$ cat config.mk
export PLATFORM = sky130hd
export DESIGN_NAME = fwd_operand_stage
export DESIGN_NICKNAME = d
export VERILOG_FILES = /design/src/rtl/fwd_pkg.sv /design/src/rtl/fwd_operand_slot.sv /design/src/rtl/fwd_operand_stage.sv
export SDC_FILE = /design/constraint.sdc
export NUM_CORES = 1
export LEC_CHECK = 0
export ABC_AREA = 1
export ABC_CLOCK_PERIOD_IN_PS = 1500
export BUFFER_PORTS_ARGS = -buffer_cell sky130_fd_sc_hd__buf_2
export CAP_MARGIN = 20
export CORE_MARGIN = 2
export CORE_UTILIZATION = 47
export DETAILED_ROUTE_END_ITERATION = 10
export GPL_TIMING_DRIVEN = 0
export PLACE_DENSITY = 0.77
export SLEW_MARGIN = 5
export SYNTH_ARGS = -nofsm -noshare
export SYNTH_HDL_FRONTEND = slang
export SYNTH_SLANG_ARGS = --single-unit
$ cat constraint.sdc
create_clock -name clk -period 1.5 [get_ports clk]
set_clock_uncertainty 0.15 [all_clocks]
set_input_delay 0.3 -clock clk [delete_from_list [all_inputs] [get_ports clk]]
set_output_delay 0.3 -clock clk [all_outputs]
set_load 0.01 [all_outputs]
$ cat src/rtl/fwd_pkg.sv
// ----------------------------------------------------------------------------
// fwd_pkg
// Shared constants for the ID->EX operand-capture / bypass stage.
//   FWD_SEL_W : width of a per-operand forwarding-source code
//   FWD_RF    : operand taken from the register-file read port
//   FWD_MEM   : operand forwarded from the EX/MEM ALU result
//   FWD_WB    : operand forwarded from the MEM/WB write bus (busW), including
//               operands filled later by snooping writeback after a load
//   REG_ZERO  : architectural zero register number (never forwarded)
// ----------------------------------------------------------------------------
package fwd_pkg;

    localparam int unsigned FWD_SEL_W = 2;

    localparam logic [FWD_SEL_W-1:0] FWD_RF  = 2'b00;
    localparam logic [FWD_SEL_W-1:0] FWD_MEM = 2'b01;
    localparam logic [FWD_SEL_W-1:0] FWD_WB  = 2'b10;

    localparam logic [31:0] REG_ZERO = '0;

endpackage : fwd_pkg

$ cat src/rtl/fwd_operand_slot.sv
// ----------------------------------------------------------------------------
// fwd_operand_slot
// One source-operand slot of the operand-capture stage. On capture it picks
// the newest producer of the requested register (EX/MEM > MEM/WB > regfile).
// If the newest producer is a load still in EX/MEM, the slot parks with
// pend_q=1 and fills later when the writeback bus carries the tagged register.
//
// Ports:
//   clk, rst_n             clock, asynchronous active-low reset
//   capture                entry is loading a new instruction this edge
//   flush                  drop any pending fill (data/sel kept)
//   src_addr, src_data     requested register and its regfile read value
//   mem_wr_*, mem_is_load  EX/MEM producer
//   wb_wr_*                MEM/WB producer (busW)
//   data_q, sel_q, pend_q  slot state
//   cap_fwd                (FWD_OPERAND_STATS_EN only) capture used a bypass
// ----------------------------------------------------------------------------
module fwd_operand_slot
    import fwd_pkg::*;
#(
    parameter int unsigned DATA_W = 32,
    parameter int unsigned ADDR_W = 5
) (
    input  logic                 clk,
    input  logic                 rst_n,
    input  logic                 capture,
    input  logic                 flush,
    input  logic [ADDR_W-1:0]    src_addr,
    input  logic [DATA_W-1:0]    src_data,
    input  logic                 mem_wr_en,
    input  logic [ADDR_W-1:0]    mem_wr_addr,
    input  logic [DATA_W-1:0]    mem_wr_data,
    input  logic                 mem_is_load,
    input  logic                 wb_wr_en,
    input  logic [ADDR_W-1:0]    wb_wr_addr,
    input  logic [DATA_W-1:0]    wb_wr_data,
    output logic [DATA_W-1:0]    data_q,
    output logic [FWD_SEL_W-1:0] sel_q,
    output logic                 pend_q
`ifdef FWD_OPERAND_STATS_EN
    ,
    output logic                 cap_fwd
`endif
);

    logic [ADDR_W-1:0]    tag_q;
    logic [DATA_W-1:0]    data_d;
    logic [ADDR_W-1:0]    tag_d;
    logic [FWD_SEL_W-1:0] sel_d;
    logic                 pend_d;

    logic [DATA_W-1:0]    res_data_s;
    logic [FWD_SEL_W-1:0] res_sel_s;
    logic                 res_pend_s;
    logic                 mem_hit_s;
    logic                 wb_hit_s;
    logic                 fill_hit_s;

    // Newest-wins resolution of the requested register at capture time.
    always_comb begin
        mem_hit_s  = mem_wr_en && (mem_wr_addr == src_addr);
        wb_hit_s   = wb_wr_en && (wb_wr_addr == src_addr);
        res_data_s = src_data;
        res_sel_s  = FWD_RF;
        res_pend_s = 1'b0;
        if (src_addr == REG_ZERO[ADDR_W-1:0]) begin
            // r0 reads as zero no matter what a producer claims to write.
            res_data_s = {DATA_W{1'b0}};
            res_sel_s  = FWD_RF;
        end else if (mem_hit_s && !mem_is_load) begin
            res_data_s = mem_wr_data;
            res_sel_s  = FWD_MEM;
        end else if (mem_hit_s) begin
            // Load result arrives on busW next cycle; keep old data meanwhile.
            res_data_s = data_q;
            res_sel_s  = FWD_WB;
            res_pend_s = 1'b1;
        end else if (wb_hit_s) begin
            res_data_s = wb_wr_data;
            res_sel_s  = FWD_WB;
        end else begin
            res_data_s = src_data;
            res_sel_s  = FWD_RF;
        end
    end

    // Next-state: flush beats capture, capture beats a writeback fill.
    always_comb begin
        fill_hit_s = pend_q && wb_wr_en && (wb_wr_addr == tag_q);
        data_d     = data_q;
        tag_d      = tag_q;
        sel_d      = sel_q;
        pend_d     = pend_q;
        if (flush) begin
            pend_d = 1'b0;
        end else if (capture) begin
            data_d = res_data_s;
            sel_d  = res_sel_s;
            pend_d = res_pend_s;
            tag_d  = res_pend_s ? src_addr : tag_q;
        end else if (fill_hit_s) begin
            data_d = wb_wr_data;
            pend_d = 1'b0;
        end else begin
            pend_d = pend_q;
        end
    end

    // Slot state registers.
    always_ff @(posedge clk or negedge rst_n) begin
        if (!rst_n) begin
            data_q <= {DATA_W{1'b0}};
            tag_q  <= {ADDR_W{1'b0}};
            sel_q  <= FWD_RF;
            pend_q <= 1'b0;
        end else begin
            data_q <= data_d;
            tag_q  <= tag_d;
            sel_q  <= sel_d;
            pend_q <= pend_d;
        end
    end

`ifdef FWD_OPERAND_STATS_EN
    assign cap_fwd = capture && (res_sel_s != FWD_RF);
`endif

endmodule : fwd_operand_slot

$ cat src/rtl/fwd_operand_stage.sv
// ----------------------------------------------------------------------------
// fwd_operand_stage
// Single-entry operand-capture and bypass stage between ID and EX. Holds one
// instruction's NUM_SRC operands; load-dependent operands wait for writeback
// so a load-use hazard shows up as one bubble on ex_valid.
//
// Ports:
//   id_valid/id_ready             ID handshake (id_ready independent of id_valid)
//   id_src_addr/id_src_data       per-operand register number / regfile data
//   mem_wr_*, mem_is_load         EX/MEM producer
//   wb_wr_*                       MEM/WB producer (busW)
//   flush                         discard held instruction
//   ex_valid/ex_ready             EX handshake
//   ex_op_data/ex_fwd_sel         resolved operands and their sources
//   stat_fwd_cnt/stat_bubble_cnt  present only with FWD_OPERAND_STATS_EN
//
// Optional feature macro: FWD_OPERAND_STATS_EN
// ----------------------------------------------------------------------------
module fwd_operand_stage
    import fwd_pkg::*;
#(
    parameter int unsigned DATA_W  = 32,
    parameter int unsigned ADDR_W  = 5,
    parameter int unsigned NUM_SRC = 2
) (
    input  logic                           clk,
    input  logic                           rst_n,
    input  logic                           id_valid,
    output logic                           id_ready,
    input  logic [NUM_SRC*ADDR_W-1:0]      id_src_addr,
    input  logic [NUM_SRC*DATA_W-1:0]      id_src_data,
    input  logic                           mem_wr_en,
    input  logic [ADDR_W-1:0]              mem_wr_addr,
    input  logic [DATA_W-1:0]              mem_wr_data,
    input  logic                           mem_is_load,
    input  logic                           wb_wr_en,
    input  logic [ADDR_W-1:0]              wb_wr_addr,
    input  logic [DATA_W-1:0]              wb_wr_data,
    input  logic                           flush,
    input  logic                           ex_ready,
    output logic                           ex_valid,
    output logic [NUM_SRC*DATA_W-1:0]      ex_op_data,
    output logic [NUM_SRC*FWD_SEL_W-1:0]   ex_fwd_sel
`ifdef FWD_OPERAND_STATS_EN
    ,
    output logic [31:0]                    stat_fwd_cnt,
    output logic [31:0]                    stat_bubble_cnt
`endif
);

    logic               full_q;
    logic               full_d;
    logic [NUM_SRC-1:0] pend_s;
    logic               capture_s;
    logic               fire_s;

    assign ex_valid  = full_q && !(|pend_s);
    assign fire_s    = ex_valid && ex_ready;
    assign id_ready  = !full_q || fire_s;
    assign capture_s = id_valid && id_ready && !flush;

`ifdef FWD_OPERAND_STATS_EN
    logic [NUM_SRC-1:0] cap_fwd_s;
`endif

    for (genvar g = 0; g < NUM_SRC; g++) begin : g_slot
        fwd_operand_slot #(
            .DATA_W (DATA_W),
            .ADDR_W (ADDR_W)
        ) u_slot (
            .clk         (clk),
            .rst_n       (rst_n),
            .capture     (capture_s),
            .flush       (flush),
            .src_addr    (id_src_addr[g*ADDR_W +: ADDR_W]),
            .src_data    (id_src_data[g*DATA_W +: DATA_W]),
            .mem_wr_en   (mem_wr_en),
            .mem_wr_addr (mem_wr_addr),
            .mem_wr_data (mem_wr_data),
            .mem_is_load (mem_is_load),
            .wb_wr_en    (wb_wr_en),
            .wb_wr_addr  (wb_wr_addr),
            .wb_wr_data  (wb_wr_data),
            .data_q      (ex_op_data[g*DATA_W +: DATA_W]),
            .sel_q       (ex_fwd_sel[g*FWD_SEL_W +: FWD_SEL_W]),
            .pend_q      (pend_s[g])
`ifdef FWD_OPERAND_STATS_EN
            ,
            .cap_fwd     (cap_fwd_s[g])
`endif
        );
    end

    // Entry occupancy: a same-cycle capture refills an entry that is firing.
    always_comb begin
        full_d = full_q;
        if (flush) begin
            full_d = 1'b0;
        end else if (capture_s) begin
            full_d = 1'b1;
        end else if (fire_s) begin
            full_d = 1'b0;
        end else begin
            full_d = full_q;
        end
    end

    // Occupancy register.
    always_ff @(posedge clk or negedge rst_n) begin
        if (!rst_n) begin
            full_q <= 1'b0;
        end else begin
            full_q <= full_d;
        end
    end

`ifdef FWD_OPERAND_STATS_EN
    logic [31:0] stat_fwd_cnt_q;
    logic [31:0] stat_fwd_cnt_d;
    logic [31:0] stat_bubble_cnt_q;
    logic [31:0] stat_bubble_cnt_d;
    logic [31:0] fwd_inc_s;

    // Counter next-state: bypassed operands per capture, bubble cycles.
    always_comb begin
        fwd_inc_s = 32'd0;
        for (int i = 0; i < NUM_SRC; i++) begin
            fwd_inc_s = fwd_inc_s + {31'd0, cap_fwd_s[i]};
        end
        stat_fwd_cnt_d = stat_fwd_cnt_q + fwd_inc_s;
        if (full_q && (|pend_s)) begin
            stat_bubble_cnt_d = stat_bubble_cnt_q + 32'd1;
        end else begin
            stat_bubble_cnt_d = stat_bubble_cnt_q;
        end
    end

    // Statistics registers (wrap modulo 2^32).
    always_ff @(posedge clk or negedge rst_n) begin
        if (!rst_n) begin
            stat_fwd_cnt_q    <= 32'd0;
            stat_bubble_cnt_q <= 32'd0;
        end else begin
            stat_fwd_cnt_q    <= stat_fwd_cnt_d;
            stat_bubble_cnt_q <= stat_bubble_cnt_d;
        end
    end

    assign stat_fwd_cnt    = stat_fwd_cnt_q;
    assign stat_bubble_cnt = stat_bubble_cnt_q;
`endif

endmodule : fwd_operand_stage

# --- Word-level counts from Yosys, hierarchy flattened ---
# Index checks and enable logic that the tools add are counted.
word_totals:
  wordCells: 85
  romBits: 0
  latchBits: 0
  mem_bits_rw: 0
  in_bits: 156
  output_inout_bits: 70
  n_memories: 0
  register_bits: 81
op_classes:
  n_bitwise: 1
  n_addsub: 0
  n_reduce_logical: 32
  muxes: 35
  multipliers: 0
  n_lt_le_gt_ge: 0
  n_shift: 0
  div: 0
  n_eq_ne: 8
op_table:
  columns: ["cell", "count"]
  rows:
  - ["$mux 32", 12]
  - ["$eq 5x5->1", 6]
  - ["$mux 2", 8]
  - ["$mux 1", 15]
  - ["$logic_and 1x1->1", 14]
  - ["$reduce_and 3->1", 4]
  - ["$logic_not 5->1", 2]
  - ["$reduce_bool 3->1", 3]
  - ["$ne 4x4->1 const B", 2]
  - ["$logic_not 1->1", 4]
  - ["$reduce_bool 2->1", 2]
  - ["$reduce_and 2->1", 1]
  - ["$reduce_or 2->1", 1]
  - ["$logic_or 1x1->1", 1]
  - ["$not 1->1", 1]

# --- Depth between registers and ports, before layout ---
# Gate-level depths: netlist of the first run.
logic_depth:
  word_depth: 9
  ltp_mapped: 12
  depth_no_buf: 11

# --- By module ---
# Synthesis of the first run repeated with hierarchy kept, for this count alone.
hier_totals:
  hier_cells: 1162
  area_unflattened_um2: 6875.3
modules_own_cells:
  columns: ["module", "seq_area_each_um2", "area_each_um2", "n_inst", "cells_per_inst"]
  rows:
  - ["fwd_operand_slot", 1001.0, 3402.0, 2, 576]
  - ["fwd_operand_stage", 25.0, 71.3, 1, 10]

# --- Worst setup path after synthesis of the first run ---
# Ideal clock, no wire load.
synth_timing:
  kind: "register to register"
  start: "reg g_slot[1].u_slot.pend_q"
  end: "reg g_slot[0].u_slot.data_q[0]"
  path_buffers: 1
  required_ns: 1.233
  t_arrival_ns: 1.472
  period_less_slack_ns: 1.739
  setup_ns: 0.117
  path_stages_with_launch: 12
  path_slack_ns: -0.239
  cell_sequence: "dfrtp_1 > nor2_1 > nand3_1 > nand2_2 > nand3_4 > nor2_4 > nand2_2 > nand2_1 > inv_2 > buf_6 > nor2_1 > nor2_1"
synth_between:
  elab_chain_cells: 9
  word_cells_on_any_way: 11
  cone_classes: "eq/ne: 1; mux: 1; reduce/logical: 9"
synth_lines:
  columns: ["element", "line", "text"]
  rows:
  - ["from (decl)", "fwd_operand_slot.sv:39", "output logic pend_q"]
  - ["from (signal assigned)", "fwd_operand_slot.sv:120", "pend_q <= pend_d;"]
  - ["$reduce_or 2->1 *", "fwd_operand_stage.sv:57", "assign ex_valid = full_q && !(|pend_s);"]
  - ["$logic_not 1->1 *", "fwd_operand_stage.sv:57", null]
  - ["$logic_and 1x1->1 *", "fwd_operand_stage.sv:57", null]
  - ["$logic_and 1x1->1 *", "fwd_operand_stage.sv:58", "assign fire_s = ex_valid && ex_ready;"]
  - ["$logic_or 1x1->1 *", "fwd_operand_stage.sv:59", "assign id_ready = !full_q || fire_s;"]
  - ["named net id_ready", "fwd_operand_stage.sv:29", "output logic id_ready,"]
  - ["$logic_and 1x1->1 * (2 in series)", "fwd_operand_stage.sv:60", "assign capture_s = id_valid && id_ready && !flush;"]
  - ["$ne 4x4->1 (no source line) or $reduce_bool 2->1 (tied branches)", null, null]
  - ["$reduce_and 3->1 (no source line)", null, null]
  - ["to (signal assigned)", "fwd_operand_slot.sv:112", "data_q <= {DATA_W{1'b0}};"]
  - ["to (signal assigned)", "fwd_operand_slot.sv:117", "data_q <= data_d;"]
  - ["to (decl)", "fwd_operand_slot.sv:37", "output logic [DATA_W-1:0] data_q,"]
# Mark *: on every way through the listed nets, which the timed path passes. The rest lies on a longest branch.
# A chain may end at the register's enable or synchronous reset.

# --- Final worst setup path of the first run ---
layout_timing:
  start: "reg g_slot[0].u_slot.pend_q"
  end: "reg g_slot[0].u_slot.data_q[26]"
layout_between:
  elab_chain_cells: 9
  word_cells_on_any_way: 13
  cone_classes: "eq/ne: 1; mux: 1; reduce/logical: 11"
layout_lines:
  columns: ["element", "line"]
  rows:
  - ["from (decl)", "fwd_operand_slot.sv:39"]
  - ["from (signal assigned)", "fwd_operand_slot.sv:120"]
  - ["$reduce_or 2->1", "fwd_operand_stage.sv:57"]
  - ["$logic_not 1->1", "fwd_operand_stage.sv:57"]
  - ["$logic_and 1x1->1", "fwd_operand_stage.sv:57"]
  - ["$logic_and 1x1->1", "fwd_operand_stage.sv:58"]
  - ["$logic_or 1x1->1", "fwd_operand_stage.sv:59"]
  - ["$logic_and 1x1->1 (2 in series)", "fwd_operand_stage.sv:60"]
  - ["$ne 4x4->1 (no source line) or $reduce_bool 2->1 (tied branches)", null]
  - ["$reduce_and 3->1 (no source line)", null]
# Several ways; a longest one is shown, not always the timed one.

==> summary.md, run 1 <==
| Metric | Value |
|---|---|
| Outcome | finished with violations |
| Failing checks | negative setup slack |
| Root Buffer | clkbuf_16 |
| Fill cell count | 1302 |
| Cell area after synthesis | 6650 sq um |
| Final HPWL DP | 19600 microns |
| Die area | 15100 sq um |
| Routability cong. | 0.933 |
| IO Port Bufs | 225 |
| Crit Path Class | flip-flop to flip-flop |
| First-pass GRT wire length | 41800 microns |
| Vias in the first global route | 8258 |
| RSZ-0062 raised after global routing | yes |
| CORE AREA | 13800 sq um |
| Via Count | 9242 |
| Final period util | 1.30 |
| TritonCTS clock tree | yes |
| Final Power | 8.02 mW |
| Length of the first detailed-routing pass in iterations | 6 |
| Sequential cell area fraction in the yosys report | 0.305 |
| Synth async-reset ratio | 1.00 |
| Most used DFF post-synth | dfrtp_1 |
| Area growth syn-to-layout | 43.9% |
| DRC | 0 |
| Max Cap Viol | 0 |
| FF+latch count, synth | 81 |
| Post-Route WL | 28400 microns |
| Average size of a mapped cell | 5.74 sq um |
| Initial Util | 0.481 |
| TritonCTS Buffers | 9 |
| Hold Crit Class | input port to flip-flop |
| Mapped Nets | 1315 |
| Drt wl/cell | 17.5 microns |
| Worst Path Required | 1.59 ns |
| GRT Residual Overflow | 0 |
| WP data arrival | 2.04 ns |
| Slew Viols, Final | 0 |
| Crit. End Element | flip-flop |
| Setup Viol. Count Final | 82 |
| Die Span X | 123 microns |
| Final ANT Viol Nets | 0 |
| CP Launch Type | flip-flop |
| Tot GR Track Use | 0.358 |
| Nets | 1594 |
| Worst setup slack after layout | -0.448 ns |
| Hold Fails Final Rpt | 0 |
| Worst Path Max Fanout | 8 |
| Worst slew pin tran | 0.605 ns |
| Skew-Pair Late Insertion Delay | 0.35 ns |
| Htree depth | 3 |
| Num ports | 226 |
| Syn. warnings | 0 |
| Die Ht | 123 microns |
| 1st-iter DRT viols | 1186 |
| Share of post-route cells with drive strength above 1 | 0.325 |
| Cells after Synth | 1159 |
| VDD IR max | 0.599 mV |
| Initial antenna violation count | 1 |
| Number of flops mapped to enable cells by yosys | 0 |
| Pre-CTS setup slack | -0.714 ns |
| DR vias/cell | 5.69 |
| Worst rel slew slack | 0.595 |
| Clock Path Buffers | 2 |
| PwrDens | 838 nW/um^2 |
| Min Tclk post-route | 1.95 ns |
| Lkg Pwr | 4.97 nW |
| Clock sinks | 81 |
| Largest net degree at the start of global routing | 47 |
| FP Rows | 43 |
| Fmax | 513 MHz |
| Worst-path clk slew | 0.06 ns |
| Post-synthesis cell type count | 22 |
[worst max-delay path: stages, from the launching register on]
cell and delay, ns:
dfrtp_1 0.40, nor2_1 0.10, nand3_1 0.09, nand2_2 0.10, nand3_4 0.14, nor2_4 0.18, nand2_4 0.14, nand2_8 0.11
clkinv_8 0.10, clkbuf_16 0.19, nor2_2 0.09, nor2_1 0.05
[cell type report]
type,count,area (sq um),share of cell area
Antenna cell,1,2.50,0.000262
Buffer,71,597,0.0624
Clock buffer,12,256,0.0268
Clock inverter,4,75.1,0.00785
Inverter,69,279,0.0292
Multi-Input combinational cell,937,4410,0.461
Sequential cell,81,2030,0.212
Tap cell,180,225,0.0235
Timing Repair Buffer,269,1690,0.177
[placed cells by master (no fill, tap or decap), types with 3 or more instances in the layout]
master     netlist  final
nand2_1        329    318
nor2_1         355    285
buf_2           56    261
nand3_1        145    139
dfrtp_1         81     81
nand4_1         66     66
inv_1           55     54
nor2_2           3     49
buf_6            7     27
nor2_4           2     26
clkbuf_16        0     16
buf_4            0     16
buf_8            0     15
inv_2           13     12
nand2_2          5      8
nand2_4          0      7
o21ai_1          0      7
o21ai_2          0      6
nand3_2          0      6
a21oi_1          6      6
clkbuf_2         0      4
o21ai_0         16      3
clkbuf_1         8      3
clkbuf_8         0      3
[power by group]
group	switching, mW	internal, mW	leakage [nW]
sequential	0.287	2.54	0.948
clock	0.968	1.55	0.155
combinational	1.56	1.12	3.87
total	2.81	5.21	4.97
[through the flow]
| stage | cells | TNS, ns | instance area, sq um | util | hold WS [ns] |
|---|---|---|---|---|---|
| finish | 1624 | -31.25 | 9570 | 0.692 | 0.0668 |
| detailed placement | 1565 | -45.84 | 8080 | 0.585 | 0.166 |
| global placement | 1564 | -103.52 | 8050 | 0.582 | 0.327 |
| floorplan | 1159 | -15.48 | 6700 | - | -0.146 |
| CTS | 1606 | -26.27 | 8980 | 0.649 | 0.0639 |
| global route | 1624 | -38.85 | 9570 | 0.692 | 0.0857 |
[path summary, 6_finish.rpt]
check | from | to | slack [ns] | cells after the start
setup / recovery | g_slot[0].u_slot.pend_q | g_slot[0].u_slot.data_q[26] | -0.45 | 11
hold / removal | id_valid | full_q | 0.07 | 3
setup reg to reg | g_slot[0].u_slot.pend_q | g_slot[0].u_slot.data_q[26] | -0.45 | 11
hold reg to reg | g_slot[1].u_slot.tag_q[0] | g_slot[1].u_slot.tag_q[0] | 0.34 | 2
max in group asynchronous | rst_n | g_slot[1].u_slot.data_q[1] | 0.24 | 3
min in group asynchronous | rst_n | g_slot[1].u_slot.data_q[25] | 0.33 | 2
[cells by family after synthesis]
logic type | synth area share
compound gates | 0.0192
xor+xnor | 0.00527
buf+inv | 0.0986
flops | 0.305
simple gates | 0.572
[cells in the mapped netlist, types with 2 or more instances]
cell type / n / area (sq um)
xor2_1: 2 / 17.5
dfrtp_1: 81 / 2030
xnor2_1: 2 / 17.5
nand4_1: 66 / 413
nand3_1: 145 / 726
buf_1: 2 / 7.51
nor2_1: 355 / 1330
a22o_1: 2 / 17.5
nand2_1: 329 / 1230
nor2_2: 3 / 18.8
nand2_2: 5 / 31.3
nor3_1: 2 / 10.0
inv_1: 55 / 206
clkbuf_1: 8 / 30.0
a21oi_1: 6 / 30.0
nor2_4: 2 / 22.5
buf_2: 56 / 280
buf_6: 7 / 78.8
inv_2: 13 / 48.8
o21ai_0: 16 / 80.1
[registers in the layout (all words and copies together), names as in the netlist]
name / cells
g_slot.u_slot.data_q: 64
g_slot.u_slot.tag_q: 10
g_slot.u_slot.sel_q: 4
g_slot.u_slot.pend_q: 2
full_q: 1
[layer usage]
layer | GRT usage | wire length, microns | part of all wire
met1 | 0.479 | 10900 | 0.39
met3 | 0.0729 | 3420 | 0.12
met5 | 0 | 0 | 0
met4 | 0.150 | 995 | 0.035
met2 | 0.561 | 13000 | 0.46
[what timing repair did]
| action | CTS | global route |
|---|---|---|
| resized for setup | 117 | 107 |
| pin swaps | 22 | 44 |
| hold buffers | 2 | 0 |
| gates cloned | 4 | 7 |
| setup endpoints to repair | 82 | 82 |
| endpoints found under the hold margin | 36 | 0 |
| buffers inserted | 20 | 11 |
No activity file was read; power rests on OpenSTA's default activity.
==> run 2, diff against run 1 <==
--- a/config.mk
+++ b/config.mk
@@ -13,7 +13,7 @@
 export CORE_UTILIZATION = 47
 export DETAILED_ROUTE_END_ITERATION = 10
 export GPL_TIMING_DRIVEN = 0
-export PLACE_DENSITY = 0.77
+export PLACE_DENSITY = 0.8
 export SLEW_MARGIN = 5
 export SYNTH_ARGS = -nofsm -noshare
 export SYNTH_HDL_FRONTEND = slang
==> constraint.sdc (replaced) <==
create_clock -name clk -period 1.5 [get_ports clk]
set_clock_uncertainty 0.15 [all_clocks]
set_input_delay 0.075 -clock clk [delete_from_list [all_inputs] [get_ports clk]]
set_output_delay 0.075 -clock clk [all_outputs]
set_load 0.01 [all_outputs]
==> run 2 against run 1 <==
Net effect: the flow finishes with violations (negative hold slack, negative setup slack); highest routed layer unchanged; fmax grew 1.6%; utilization up 0.67 points; non-clock buffer count up 15; total power shrank 5.7%; global-route usage rose by 0.25 points; largest power group unchanged; via count decreased by 0.76%; wire length decreased by 0.28%.
==> summary.md, run 2 (synthesis results as in run 1) <==
| Metric | Value |
|---|---|
| Worst rel slew slack | 0.570 (was 0.595) |
| Most common cell after layout, fill and taps aside | nand2_1 (unchanged) |
| Tot GR Track Use | 0.360 (was 0.358) |
| Worst setup slack after layout | -0.417 ns (was -0.448 ns) |
| TritonCTS Buffers | 9 (unchanged) |
| Max Cap Viol | 0 (unchanged) |
| Failing checks | negative hold slack, negative setup slack (was negative setup slack) |
| Multi-input gate area | 4460 sq um (was 4410 sq um) |
| Final ANT Viol Nets | 0 (unchanged) |
| Met3 usage | 0.0692 (was 0.0729) |
| DRC | 0 (unchanged) |
| Root Buffer | clkbuf_16 (unchanged) |
| Length of the first detailed-routing pass in iterations | 6 (unchanged) |
| Fill cell count | 1232 (was 1302) |
| Worst Path Required | 1.59 ns (about the same) |
| Hold Crit Class | input port to flip-flop (unchanged) |
| Worst-path clk slew | 0.06 ns (about the same) |
| Die area | 15100 sq um (unchanged) |
| Share of post-route cells with drive strength above 1 | 0.325 (about the same) |
| Skew-Pair Late Insertion Delay | 0.35 ns (about the same) |
| 1st-iter DRT viols | 1089 (was 1186) |
| First-pass GRT wire length | 41900 microns (was 41800 microns) |
| Clock sinks | 81 (unchanged) |
| Commonest non-fill, non-tap cells in the layout | nand2_1, nor2_1, buf_2 (unchanged) |
| Initial antenna violation count | 0 (was 1) |
| Dpl cells | 1565 (unchanged) |
| Crit. End Element | flip-flop (unchanged) |
| Htree depth | 3 (unchanged) |
| Via Count | 9172 (was 9242) |
| Post-Route WL | 28300 microns (was 28400 microns) |
| R2R Path Start | g_slot[1].u_slot.pend_q (was g_slot[0].u_slot.pend_q) |
| Final period util | 1.28 (was 1.30) |
| Biggest regs | g_slot.u_slot.data_q x64, g_slot.u_slot.tag_q x10, g_slot.u_slot.sel_q x4 (unchanged) |
| CP Launch Type | flip-flop (unchanged) |
| Routability cong. | 0.927 (was 0.933) |
| VDD IR max | 0.677 mV (was 0.599 mV) |
| Crit Path Class | flip-flop to flip-flop (unchanged) |
| Worst slew pin tran | 0.643 ns (was 0.605 ns) |
| Largest net degree at the start of global routing | 54 (was 47) |
| Slew Viols, Final | 0 (unchanged) |
| Final HPWL DP | 19500 microns (was 19600 microns) |
| Setup Viol. Count Final | 80 (was 82) |
| Drt wl/cell | 17.3 microns (was 17.5 microns) |
| Met2 GRT Util | 0.576 (was 0.561) |
| Outcome | finished with violations (unchanged) |
| Cell area after layout | 9660 sq um (was 9570 sq um) |
| Met1 global-route usage | 0.479 (about the same) |
| # diodes | 0 (was 1) |
| Max reg flops | 64 (unchanged) |
| Hold Fails Final Rpt | 1 (was 0) |
| Placed Area | 8080 sq um (unchanged) |
| Num ports | 226 (unchanged) |
| Area growth syn-to-layout | 45.3% (was 43.9%) |
| CORE AREA | 13800 sq um (unchanged) |
| Nets | 1608 (was 1594) |
| Critical Path Start | g_slot[1].u_slot.pend_q (was g_slot[0].u_slot.pend_q) |
| Vias in the first global route | 8276 (was 8258) |
| Initial Util | 0.481 (unchanged) |
| Clock Path Buffers | 2 (unchanged) |
| Worst Path Max Fanout | 10 (was 8) |
| Layer with the highest usage | met2 (unchanged) |
| Non-Filler Instances | 1637 (was 1624) |
| Reg2reg setup slack | -0.42 ns (was -0.45 ns) |
| GRT Residual Overflow | 0 (unchanged) |
| Register area | 2030 sq um (unchanged) |
| RSZ-0062 raised after global routing | yes (unchanged) |
| Die Span X | 123 microns (unchanged) |
| Most flop-heavy register | g_slot.u_slot.data_q (unchanged) |
| IO Port Bufs | 225 (unchanged) |
| Lkg Pwr | 4.96 nW (was 4.97 nW) |
| Die Ht | 123 microns (unchanged) |
| TritonCTS clock tree | yes (unchanged) |
| Fmax | 522 MHz (was 513 MHz) |
| Min Tclk post-route | 1.92 ns (was 1.95 ns) |
| DR vias/cell | 5.60 (was 5.69) |
| FP Rows | 43 (unchanged) |
| PwrDens | 782 nW/um^2 (was 838 nW/um^2) |
| Reg2reg path depth | 12 (was 11) |
| Worst setup endpoint | g_slot[0].u_slot.data_q[24] (was g_slot[0].u_slot.data_q[26]) |
| WP data arrival | 2.01 ns (was 2.04 ns) |
| Hold slack | -0.000739 ns (was 0.0668 ns) |
| RR Endpoint | g_slot[0].u_slot.data_q[24] (was g_slot[0].u_slot.data_q[26]) |
## run 2: cell count changes in the layout (fill, tap and decap cells not counted), sizes merged
cell         change
dlygate4sd3     +27
buf             -12
bufinv           -2
clkbuf           -1
clkinv           +1
clkinvlp         +1
diode            -1
inv              +1
nand2            -1
## run 2: per-layer routing
layer  vias to the layer above  wire length [microns]
met4                         0                   1070
met1                      4166                  11100
li1                       4265                      -
met3                       101                   3280
met2                       640                  12900
met5                         -                      0
## run 2: critical path, cell delays in order, from the launching register on
cell	delay, ns
dfrtp_1	0.38
nor2_1	0.11
nand3_1	0.10
nand2_2	0.11
nand3_4	0.12
nor2_4	0.15
buf_12	0.13
nand2_8	0.09
nand2_8	0.12
inv_8	0.06
buf_12	0.15
nor2_2	0.09
nor2_1	0.05
## run 2: what timing repair did
| action | CTS | global route |
|---|---|---|
| endpoints found under the hold margin | 119 | 0 |
| cloned | 5 | 5 |
| pin swaps | 11 | 57 |
| hold buffers | 29 | 0 |
| resized for setup | 80 | 130 |
| endpoints found under the setup margin | 80 | 82 |
| setup buffers | 16 | 4 |
## run 2: power by group
group	internal [mW]	switching (mW)	total, mW
Clock	1.12	0.973	2.09
Sequential	2.54	0.274	2.81
Combinational	1.10	1.55	2.66
## run 2: cell type report
type / instances / share of cell area
multi-input combinational: 936 / 0.461
sequential: 81 / 0.210
timing repair buffer: 283 / 0.190
buffer: 72 / 0.0601
inverter: 69 / 0.0284
clock buffer: 11 / 0.0241
tap: 180 / 0.0233
clock inverter: 5 / 0.00337
## run 2: how the worst min path moves through the flow
| stage | slack, ns | depth (start not counted) | end | start |
|---|---|---|---|---|
| floorplan | -0.37 | 0 | full_q | rst_n |
| global placement | 0.11 | 2 | full_q | flush |
| detailed placement | -0.12 | 1 | g_slot[1].u_slot.data_q[25] | rst_n |
| CTS | 0.0005 | 5 | g_slot[0].u_slot.data_q[4] | wb_wr_data[4] |
| global route | 0.02 | 5 | g_slot[1].u_slot.data_q[19] | wb_wr_data[19] |
| finish | -0.0007 | 7 | g_slot[0].u_slot.data_q[11] | id_src_data[11] |
## run 2: metrics by stage
stage | setup slack [ns] | TNS (ns) | power [mW] | util
floorplan | -0.228 | -15.48 | 3.99 | -
finish | -0.417 | -27.08 | 7.56 | 0.699
detailed placement | -0.603 | -37.77 | 5.01 | 0.585
CTS | -0.416 | -28.47 | 7.28 | 0.656
global route | -0.539 | -35.75 | 7.94 | 0.699
global placement | -0.582 | -73.43 | 4.96 | 0.582
